## src/rtl/uart_pkg.sv

```systemverilog
// uart_pkg
// Shared constants for the UART receive path (uart_ctrl, uart_rx_packer,
// uart_bridge). A word is BYTES_PER_WORD bytes of BYTE_W bits each.
package uart_pkg;

    localparam int BYTE_W         = 8;
    localparam int WORD_W         = 32;
    localparam int BYTES_PER_WORD = 4;
    localparam int LANE_W         = $clog2(BYTES_PER_WORD);

endpackage

```

## src/rtl/uart_rx_packer_if.sv

```systemverilog
// uart_rx_packer_if
// Word stream from the packer toward uart_bridge.
//   word_out   : FIFO head word (driven by master)
//   word_valid : word_out holds a valid word (driven by master)
//   word_ready : consumer accepts word_out (driven by slave)
interface uart_rx_packer_if
    import uart_pkg::*;
#(
    parameter int WORD_LEN = WORD_W
);

    logic [WORD_LEN-1:0] word_out;
    logic                word_valid;
    logic                word_ready;

    modport master (output word_out, output word_valid, input word_ready);
    modport slave  (input word_out, input word_valid, output word_ready);

endinterface

```

## src/rtl/uart_word_fifo.sv

```systemverilog
// uart_word_fifo
// First-word-fall-through FIFO, DEPTH entries of WIDTH bits.
//   clk, rst_n : clock, synchronous active-low reset (pointers and level)
//   push       : write push_data when not full, or when full with a pop
//   push_data  : word to store
//   pop        : remove head word; ignored when empty
//   rd_data    : head word, zero while empty
//   level      : number of stored words
//   full/empty : status flags
module uart_word_fifo #(
    parameter int DEPTH = 4,
    parameter int WIDTH = 32
) (
    input  logic                     clk,
    input  logic                     rst_n,
    input  logic                     push,
    input  logic [WIDTH-1:0]         push_data,
    input  logic                     pop,
    output logic [WIDTH-1:0]         rd_data,
    output logic [$clog2(DEPTH):0]   level,
    output logic                     full,
    output logic                     empty
);

    localparam int AW = $clog2(DEPTH);

    logic [WIDTH-1:0] mem [DEPTH];
    logic [AW-1:0]    wr_ptr;
    logic [AW-1:0]    rd_ptr;
    logic [AW:0]      cnt;
    logic             do_push;
    logic             do_pop;

    assign empty = (cnt == '0);
    assign full  = (cnt == (AW+1)'(DEPTH));

    // A pop on an empty FIFO does nothing, so a push into an empty FIFO
    // with word_ready high is stored rather than passed through.
    assign do_pop  = pop & ~empty;
    assign do_push = push & (~full | do_pop);

    assign level   = cnt;
    assign rd_data = empty ? '0 : mem[rd_ptr];

    // Pointers wrap naturally because DEPTH is a power of two.
    always_ff @(posedge clk) begin
        if (!rst_n) begin
            wr_ptr <= '0;
            rd_ptr <= '0;
            cnt    <= '0;
        end else begin
            if (do_push) wr_ptr <= wr_ptr + AW'(1);
            if (do_pop)  rd_ptr <= rd_ptr + AW'(1);
            case ({do_push, do_pop})
                2'b10:   cnt <= cnt + (AW+1)'(1);
                2'b01:   cnt <= cnt - (AW+1)'(1);
                default: cnt <= cnt;
            endcase
        end
    end

    always_ff @(posedge clk) begin
        if (do_push) mem[wr_ptr] <= push_data;
    end

endmodule

```

## src/rtl/uart_rx_packer.sv

```systemverilog
// uart_rx_packer
// Packs received UART bytes little-endian into 32-bit words and queues
// them in a word FIFO toward uart_bridge.
//   clk, rst_n    : clock, synchronous active-low reset
//   uart_en       : block enable; when low, bytes and flush are ignored
//   rx_byte       : received byte, qualified by rx_byte_valid
//   rx_byte_valid : one-cycle byte strobe
//   flush         : one-cycle strobe, pushes a partial word zero-padded
//   wbus          : word stream (word_out / word_valid / word_ready)
//   fifo_level    : words stored in the FIFO
//   lane          : bytes held in the partial word
//   overflow      : sticky, a completed word was dropped
//   clr_ovf       : clears overflow
module uart_rx_packer
    import uart_pkg::*;
#(
    parameter int FIFO_DEPTH = 4,
    parameter int WORD_LEN   = WORD_W
) (
    input  logic                          clk,
    input  logic                          rst_n,
    input  logic                          uart_en,
    input  logic [BYTE_W-1:0]             rx_byte,
    input  logic                          rx_byte_valid,
    input  logic                          flush,
    uart_rx_packer_if.master              wbus,
    output logic [$clog2(FIFO_DEPTH):0]   fifo_level,
    output logic [LANE_W-1:0]             lane,
    output logic                          overflow,
    input  logic                          clr_ovf
);

    logic [WORD_LEN-1:0] asm_reg;
    logic [WORD_LEN-1:0] asm_next;
    logic                byte_acc;
    logic                flush_acc;
    logic                word_done;
    logic                push_req;
    logic                pop_req;
    logic                fifo_full;
    logic                fifo_empty;
    logic                drop;

    assign byte_acc  = uart_en & rx_byte_valid;
    assign flush_acc = uart_en & flush;

    // Assembly register with the current byte merged into its lane; this
    // is what gets pushed, so a byte arriving with flush is included.
    always_comb begin
        asm_next = asm_reg;
        if (byte_acc) begin
            for (int k = 0; k < BYTES_PER_WORD; k++) begin
                if (lane == LANE_W'(k)) asm_next[BYTE_W*k +: BYTE_W] = rx_byte;
            end
        end
    end

    assign word_done = byte_acc & (lane == LANE_W'(BYTES_PER_WORD - 1));
    // Flush pushes only if at least one byte is held after this cycle's byte;
    // a completing byte already pushes, so it never causes a second push.
    assign push_req  = word_done | (flush_acc & ((lane != '0) | byte_acc));

    assign pop_req = wbus.word_valid & wbus.word_ready;
    assign drop    = push_req & fifo_full & ~pop_req;

    always_ff @(posedge clk) begin
        if (!rst_n) begin
            lane     <= '0;
            asm_reg  <= '0;
            overflow <= 1'b0;
        end else begin
            if (push_req) begin
                lane    <= '0;
                asm_reg <= '0;
            end else if (byte_acc) begin
                lane    <= lane + LANE_W'(1);
                asm_reg <= asm_next;
            end
            // A new drop wins over a simultaneous clear.
            if (drop)         overflow <= 1'b1;
            else if (clr_ovf) overflow <= 1'b0;
        end
    end

    uart_word_fifo #(
        .DEPTH (FIFO_DEPTH),
        .WIDTH (WORD_LEN)
    ) u_fifo (
        .clk       (clk),
        .rst_n     (rst_n),
        .push      (push_req),
        .push_data (asm_next),
        .pop       (pop_req),
        .rd_data   (wbus.word_out),
        .level     (fifo_level),
        .full      (fifo_full),
        .empty     (fifo_empty)
    );

    assign wbus.word_valid = ~fifo_empty;

endmodule

```

## src/flat_wrapper.sv

```systemverilog
// flat-port wrapper written by rule: the top's interface ports become plain ports
module uart_rx_packer_flat import uart_pkg::*;
#(
    parameter int FIFO_DEPTH = 4,
    parameter int WORD_LEN   = WORD_W
)
  (clk, rst_n, uart_en, rx_byte, rx_byte_valid, flush, fifo_level, lane, overflow, clr_ovf, wbus_word_out, wbus_word_valid, wbus_word_ready);
  uart_rx_packer_if #(.WORD_LEN(WORD_LEN)) wbus_i ();
  input  logic clk;
  input  logic rst_n;
  input  logic uart_en;
  input  logic [BYTE_W-1:0] rx_byte;
  input  logic rx_byte_valid;
  input  logic flush;
  output logic [$clog2(FIFO_DEPTH):0] fifo_level;
  output logic [LANE_W-1:0] lane;
  output logic overflow;
  input  logic clr_ovf;
  output wire logic [$bits(wbus_i.word_out)-1:0] wbus_word_out;
  output wire logic [$bits(wbus_i.word_valid)-1:0] wbus_word_valid;
  input wire logic [$bits(wbus_i.word_ready)-1:0] wbus_word_ready;
  assign wbus_word_out = wbus_i.word_out;
  assign wbus_word_valid = wbus_i.word_valid;
  assign wbus_i.word_ready = wbus_word_ready;
  uart_rx_packer #(.FIFO_DEPTH(FIFO_DEPTH), .WORD_LEN(WORD_LEN)) u_core (.clk(clk), .rst_n(rst_n), .uart_en(uart_en), .rx_byte(rx_byte), .rx_byte_valid(rx_byte_valid), .flush(flush), .wbus(wbus_i), .fifo_level(fifo_level), .lane(lane), .overflow(overflow), .clr_ovf(clr_ovf));
endmodule
```

## config.mk

```make
export PLATFORM = sky130hd
export DESIGN_NAME = uart_rx_packer_flat
export DESIGN_NICKNAME = d
export VERILOG_FILES = /design/src/rtl/uart_pkg.sv /design/src/rtl/uart_rx_packer_if.sv /design/src/rtl/uart_word_fifo.sv /design/src/rtl/uart_rx_packer.sv /design/src/flat_wrapper.sv
export SDC_FILE = /design/constraint.sdc
export NUM_CORES = 1
export LEC_CHECK = 0
export BUFFER_PORTS_ARGS = -buffer_cell sky130_fd_sc_hd__buf_2
export CORE_MARGIN = 4
export CORE_UTILIZATION = 45
export CTS_CLUSTER_DIAMETER = 40
export DETAILED_ROUTE_END_ITERATION = 6
export PLACE_DENSITY = 0.73
export SYNTH_ARGS = -nofsm -noshare
export SYNTH_HDL_FRONTEND = slang
export SYNTH_SLANG_ARGS = --single-unit
```

## constraint.sdc

```tcl
create_clock -name clk -period 2.8 [get_ports clk]
set_input_delay 0.14 -clock clk [delete_from_list [all_inputs] [get_ports clk]]
set_output_delay 0.14 -clock clk [all_outputs]
set_load 0.005 [all_outputs]
```

==> results of run 1 <==
critical path: stages, from the launching register on:
cell,delay (ns)
dfxtp_2,0.58
buf_12,0.28
mux4_2,0.57
and2_1,0.18
buf_2,0.12
final cells by class:
| cell class | count | area [um2] |
|---|---|---|
| Clock buffer | 17 | 425 |
| Sequential cell | 172 | 4730 |
| Inverter | 5 | 18.8 |
| Tap cell | 184 | 230 |
| Fill cell | 1177 | 6770 |
| Timing Repair Buffer | 64 | 360 |
| Multi-Input combinational cell | 190 | 1940 |
| Clock inverter | 15 | 174 |
cell usage after synthesis (2+ instances only):
| library cell | count | area share |
|---|---|---|
| nand3_1 | 7 | 0.0052 |
| and3_1 | 37 | 0.034 |
| and2_1 | 33 | 0.030 |
| mux2i_1 | 3 | 0.0044 |
| nor2_1 | 5 | 0.0028 |
| buf_2 | 6 | 0.0044 |
| mux2_2 | 32 | 0.053 |
| ha_1 | 8 | 0.015 |
| xor2_1 | 2 | 0.0026 |
| a21oi_1 | 4 | 0.0030 |
| inv_1 | 5 | 0.0028 |
| dfxtp_1 | 44 | 0.13 |
| o21ai_0 | 2 | 0.0015 |
| edfxtp_1 | 128 | 0.57 |
| nand2_1 | 7 | 0.0039 |
| mux4_2 | 32 | 0.11 |
| nand2b_1 | 3 | 0.0028 |
| clkbuf_1 | 14 | 0.0078 |
layer usage:
metal	global-route usage	part of all wire
met1	0.208	0.43
met3	0.0419	0.056
met5	0	0
met2	0.264	0.50
met4	0.0563	0.015
through the flow:
step / instances / hold slack, ns / instance area, um2 / worst slack [ns] / utilization
floorplan: 388 / 0.353 / 6770 / 0.418 / -
global placement: 615 / 0.475 / 7270 / 0.684 / 0.497
detailed placement: 615 / 0.468 / 7270 / 0.576 / 0.497
CTS: 647 / 0.0272 / 7870 / 0.410 / 0.538
global route: 647 / 0.0425 / 7870 / 0.353 / 0.538
finish: 647 / 0.0417 / 7870 / 0.494 / 0.538
power by group through the flow:
stage               clock, mW  combinational (mW)  sequential (mW)
global placement            0                1.52             2.97
floorplan                   0               0.976             2.92
CTS                      2.37                1.54             2.92
global route             2.48                1.66             2.93
finish                   2.34                1.49             2.91
detailed placement          0                1.53             2.98
final timing paths:
check | end | slack, ns | cells after the start
worst max-delay path | wbus_word_out[27] | 0.49 | 4
worst min-delay path | u_core.overflow$_SDFFE_PN0P_ | 0.04 | 4
worst max register to register | u_core.u_fifo.mem[3][15]$_DFFE_PP_ | 0.58 | 6
worst min register to register | u_core.u_fifo.wr_ptr[0]$_SDFFE_PN0P_ | 0.53 | 2
cell usage in the layout, fill, tap and decap left out, types with 2 or more instances in the layout:
| master | Yosys | final |
|---|---|---|
| edfxtp_1 | 128 | 128 |
| buf_2 | 6 | 53 |
| dfxtp_1 | 44 | 43 |
| and3_1 | 37 | 37 |
| and2_1 | 33 | 33 |
| mux2_2 | 32 | 32 |
| mux4_2 | 32 | 32 |
| clkbuf_16 | 0 | 17 |
| buf_4 | 0 | 10 |
| ha_1 | 8 | 8 |
| nand3_1 | 7 | 7 |
| nand2_1 | 7 | 7 |
| inv_1 | 5 | 5 |
| nor2_1 | 5 | 5 |
| clkinvlp_4 | 0 | 5 |
| a21oi_1 | 4 | 4 |
| nand2b_1 | 3 | 3 |
| mux2i_1 | 3 | 3 |
| bufinv_16 | 0 | 3 |
| clkinv_1 | 0 | 3 |
| clkinv_4 | 0 | 3 |
| xor2_1 | 2 | 2 |
| o21ai_0 | 2 | 2 |
logic make-up (layout without fill, tap and decap cells):
family,Yosys count,after routing
buffers and inverters,26,101
muxes,67,67
and+or+nand+nor,97,97
adders and majority gates,9,9
AOI/OAI and AO/OA,14,14
DFF,172,172
xor gates and xnor gates,3,3
==> out/metrics.cfg, run 1 <==
[worst_setup_path]
worstPathArrival_ns=2.17
endpoint_kind=output port
worstPathRequired_ns=2.66
crit_path_start_kind=flop
crit_path_max_fanout=23
critPathKind=reg -> out
rr_startpoint=u_core.lane[1]$_SDFFE_PP0P_

[floorplanning]
die_w_um=131
rows=44
chipHeight_um=131
dieArea_mm2=0.0171
start_util=0.462
core_area_mm2=0.0146
pin_count=54

[route]
drt_iter0_markers=240
wl_um=12800
ant_nets=0
wl_per_cell_um=19.7
drcViolationCount=0
avgViaCountPerCell=5.44
dr.pass1.iters=5
via_count=3521

[synthesis]
synthSimpleGateAreaFrac=0.0858
synth_top_family_by_area=multiplexers
synthMuxAreaShare=0.164
synthCells=388
synth_edf_count=128
ys_ff_latch=172
synth_compound_area_frac=0.0150
synth_cell_type_count=34
yosysSeqAreaShare=0.698
syn_avg_cell_area_um2=17.4
ys.flop_type=edfxtp_1
synth_xor_area_frac=0.00388
syn-num-nets=412
yosys_warnings=0
synth_fa_ha_area_frac=0.0177
synth_area_mm2=0.00677
async_flop_share=0

[clock_tree]
cts_resized=0
worstSkewPairLatency_ns=0.41
cts.sinks=172
htree_levels=4
clk_pin_slew_ns=0.06
cts_tree=yes
cts_buffers=17
root_buffer=clkbuf_16
cts_setup_buffers=0
cts_hold_buf=0
cts.path.max_buffers=2

[timing]
setup_viol=0
finalSetupTns_ns=0
worst_slew_pin_slew_ns=0.584
finalCriticalPeriod_ns=2.31
max_freq_mhz=434
maxSlewViolCount=0
max_slew_margin=0.611
fin_skew_ns=0.00823
final-hold-violation-count=0
rsz0062_at_grt=no
fin_crit_sh=0.824

[hold_path]
hold_path.class=in -> reg
hold_start=clr_ovf

[place]
dpl.hpwl_um=8110
place.gp.congestion=0.803
port_buffers=53

[finish]
syn_to_final_growth_pct=16.3
fin_nets=474
drive_above_1_share=0.350
largest_register_ffs=128
diodes=0

[power]
power_density_mw_per_mm2=856
share_comb_of_total_power=0.220
total_power_mw=6.74
ir_worst_vdd_v=0.000498
power.share.sequential=0.432
intPower_mw=5.00
power_leakage_nw=2.92
p_clk_frac=0.347
swShare=0.258
power.net_switching_mw=1.74

[global_route]
grt_max_degree=41
grt_pass1_vias=3713
grt_pass1_wl_um=20300
grt_antenna_before_repair=0
grt_usage=0.160
grt_remaining_overflow=0

[run_status]
outcome=complete, no violations

[run]
cap_violations=0

Power figures use the tool's default switching activity.
==> run 2: changes to the inputs <==
--- a/config.mk
+++ b/config.mk
@@ -10,7 +10,7 @@
 export CORE_UTILIZATION = 45
 export CTS_CLUSTER_DIAMETER = 40
 export DETAILED_ROUTE_END_ITERATION = 6
-export PLACE_DENSITY = 0.73
+export PLACE_DENSITY = 0.75
 export SYNTH_ARGS = -nofsm -noshare
 export SYNTH_HDL_FRONTEND = slang
 export SYNTH_SLANG_ARGS = --single-unit
==> constraint.sdc (replaced) <==
create_clock -name clk -period 2.1 [get_ports clk]
set_input_delay 0.105 -clock clk [delete_from_list [all_inputs] [get_ports clk]]
set_output_delay 0.105 -clock clk [all_outputs]
set_load 0.005 [all_outputs]
==> out/metrics.cfg, run 2 (synthesized netlist as in run 1, its figures left out) <==
[run_status]
outcome=complete, no violations

[global_route]
grt_max_degree=41  ; unchanged
grt_remaining_overflow=0  ; unchanged
grt_antenna_before_repair=0  ; unchanged
grt_pass1_wl_um=20200  ; -0.65%
grt_usage=0.163  ; +0.00248
grt_pass1_vias=3630  ; -2.2%

[finish]
final_cell_mix=128 x edfxtp_1, 53 x buf_2, 41 x dfxtp_1, 33 x and2_1
n_fill_cell=1158  ; -1.6%
register_area_mm2=0.00473  ; about the same
largest_register_ffs=128  ; unchanged
multi_input_area_mm2=0.00196  ; +0.90%
drive_above_1_share=0.378  ; +0.0277
diodes=0  ; unchanged
fin_nets=486  ; +2.5%
layout_commonest_cell=edfxtp_1
layout.cells.non_filler=658  ; +1.7%
syn_to_final_growth_pct=18.1

[route]
wl_um=12800  ; +0.21%
dr.pass1.iters=5  ; unchanged
wl_per_cell_um=19.4  ; -1.5%
via_count=3566  ; +1.3%
wl_met1_um=5340  ; -1.7%
wl_met3_um=724  ; +0.42%
drt_iter0_markers=247  ; +2.9%
ant_nets=0  ; unchanged
drcViolationCount=0  ; unchanged
highest_layer=met4
avgViaCountPerCell=5.42  ; -0.42%
dr_wl_met2_um=6570  ; +2.3%

[power]
ir_worst_vdd_v=0.000856  ; +72%
power.share.sequential=0.433  ; about the same
power_leakage_nw=2.98  ; +1.8%
power_density_mw_per_mm2=1100  ; +29%
total_power_mw=8.81  ; +31%
intPower_mw=6.52  ; +30%
p_clk_frac=0.323  ; -0.024
share_comb_of_total_power=0.244  ; +0.024
swShare=0.260  ; +0.00265
power.net_switching_mw=2.29  ; +32%

[place]
place.gp.congestion=0.740  ; -7.8%
post-place-ws_ns=-0.00318  ; -0.580 ns
port_buffers=53  ; unchanged
place_inst=624  ; +1.5%
dpl.hpwl_um=8260  ; +1.8%

[timing]
maxSlewViolCount=0  ; unchanged
fin_skew_ns=0.00627  ; -0.00196 ns
finalCriticalPeriod_ns=2.01
max_freq_mhz=497
setup_viol=0  ; unchanged
max_slew_margin=0.566  ; -0.0443
fin_crit_sh=0.957
worst_slew_pin_slew_ns=0.650  ; +0.0665 ns
setup_ws_ns=0.0899  ; -0.404 ns
finalSetupTns_ns=0  ; unchanged
final-hold-violation-count=0  ; unchanged

[floorplanning]
die_w_um=131  ; unchanged
chipHeight_um=131  ; unchanged
dieArea_mm2=0.0171  ; unchanged
start_util=0.462  ; unchanged
core_area_mm2=0.0146  ; unchanged
rows=44  ; unchanged
pin_count=54  ; unchanged

[clock_tree]
htree_levels=4  ; unchanged
root_buffer=clkbuf_16
cts.sinks=172  ; unchanged
clk_pin_slew_ns=0.06  ; about the same
worstSkewPairLatency_ns=0.42  ; about the same
cts.path.max_buffers=2  ; unchanged
cts_tree=yes
cts_setup_buffers=0  ; unchanged
cts_buffers=17  ; unchanged

[worst_setup_path]
r2r_end=u_core.u_fifo.level[2]$_SDFFE_PN0P_
worstPathArrival_ns=1.91  ; -0.26 ns
critPathKind=reg -> out
crit_path_max_fanout=32  ; +39%
rr_startpoint=u_core.lane[0]$_SDFFE_PP0P_
r2r_slack_ns=0.14  ; -0.44 ns
worstPathRequired_ns=2.00  ; -0.66 ns
crit_path_start_kind=flop
endpoint_kind=output port
reg2reg_depth=7  ; +1

[run]
cap_violations=0  ; unchanged

[hold_path]
min_delay_worst_endpoint=u_core.overflow$_SDFFE_PN0P_
hold_path.class=in -> reg
hold_start=wbus_word_ready
holdPathStages=4  ; unchanged

-- run 2: metrics by stage --
step           hold WS [ns]  instance area, um2  utilization
2_1_floorplan         0.318                6780            -
3_3_place_gp          0.435                7410        0.506
3_5_place_dp          0.430                7410        0.506
4_1_cts              0.0993                7990        0.545
5_1_grt               0.140                8000        0.546
6_report              0.121                8000        0.546
-- run 2: area by class of cell --
type                    count  share of cell area
well taps                 184              0.0288
repair buffers             76              0.0651
inverters                   5             0.00235
multi-input cells         190               0.245
clock buffers              18              0.0549
clock inverters            13              0.0127
flip-flops and latches    172               0.591
-- run 2: worst max path at each step --
stage | from | endpoint | slack (ns) | cells after the start
2_1_floorplan | u_core.lane[1]$_SDFFE_PP0P_ | u_core.u_fifo.level[2]$_SDFFE_PN0P_ | 0.01 | 8
3_3_place_gp | u_core.lane[1]$_SDFFE_PP0P_ | u_core.u_fifo.level[2]$_SDFFE_PN0P_ | 0.14 | 7
3_5_place_dp | u_core.lane[1]$_SDFFE_PP0P_ | u_core.u_fifo.level[2]$_SDFFE_PN0P_ | -0.003 | 7
4_1_cts | u_core.lane[1]$_SDFFE_PP0P_ | u_core.u_fifo.level[2]$_SDFFE_PN0P_ | 0.03 | 7
5_1_grt | u_core.lane[0]$_SDFFE_PP0P_ | u_core.u_fifo.level[2]$_SDFFE_PN0P_ | -0.009 | 8
6_report | flop | wbus_word_out[15] | 0.09 | 4
-- run 2: layer usage --
metal | GRT usage | vias up
met5 | 0 | -
met4 | 0.0605 | 0
met3 | 0.0415 | 13
met2 | 0.257 | 98
met1 | 0.220 | 1816
li1 | - | 1639
-- run 2: timing repair --
| action | in CTS | in global routing |
|---|---|---|
| hold buffers | 3 | 0 |
| endpoints found under the setup margin | 1 | 38 |
| cloned | 0 | 0 |
| gates resized for setup | 2 | 3 |
| hold endpoints to repair | 2 | 0 |
-- run 2: worst max-delay path, stage by stage (launching register included) --
cell	delay (ns)
dfxtp_2	0.34
buf_12	0.27
mux4_2	0.57
and2_1	0.17
buf_2	0.12
-- run 2: power groups by stage --
stage	combinational (mW)	sequential [mW]	clock, mW
final	2.15	3.81	2.84
after global routing	2.40	3.83	3.06
after CTS	2.22	3.81	2.91
after detailed placement	2.21	3.89	0
after global placement	2.16	3.88	0
after floorplan	1.31	3.89	0
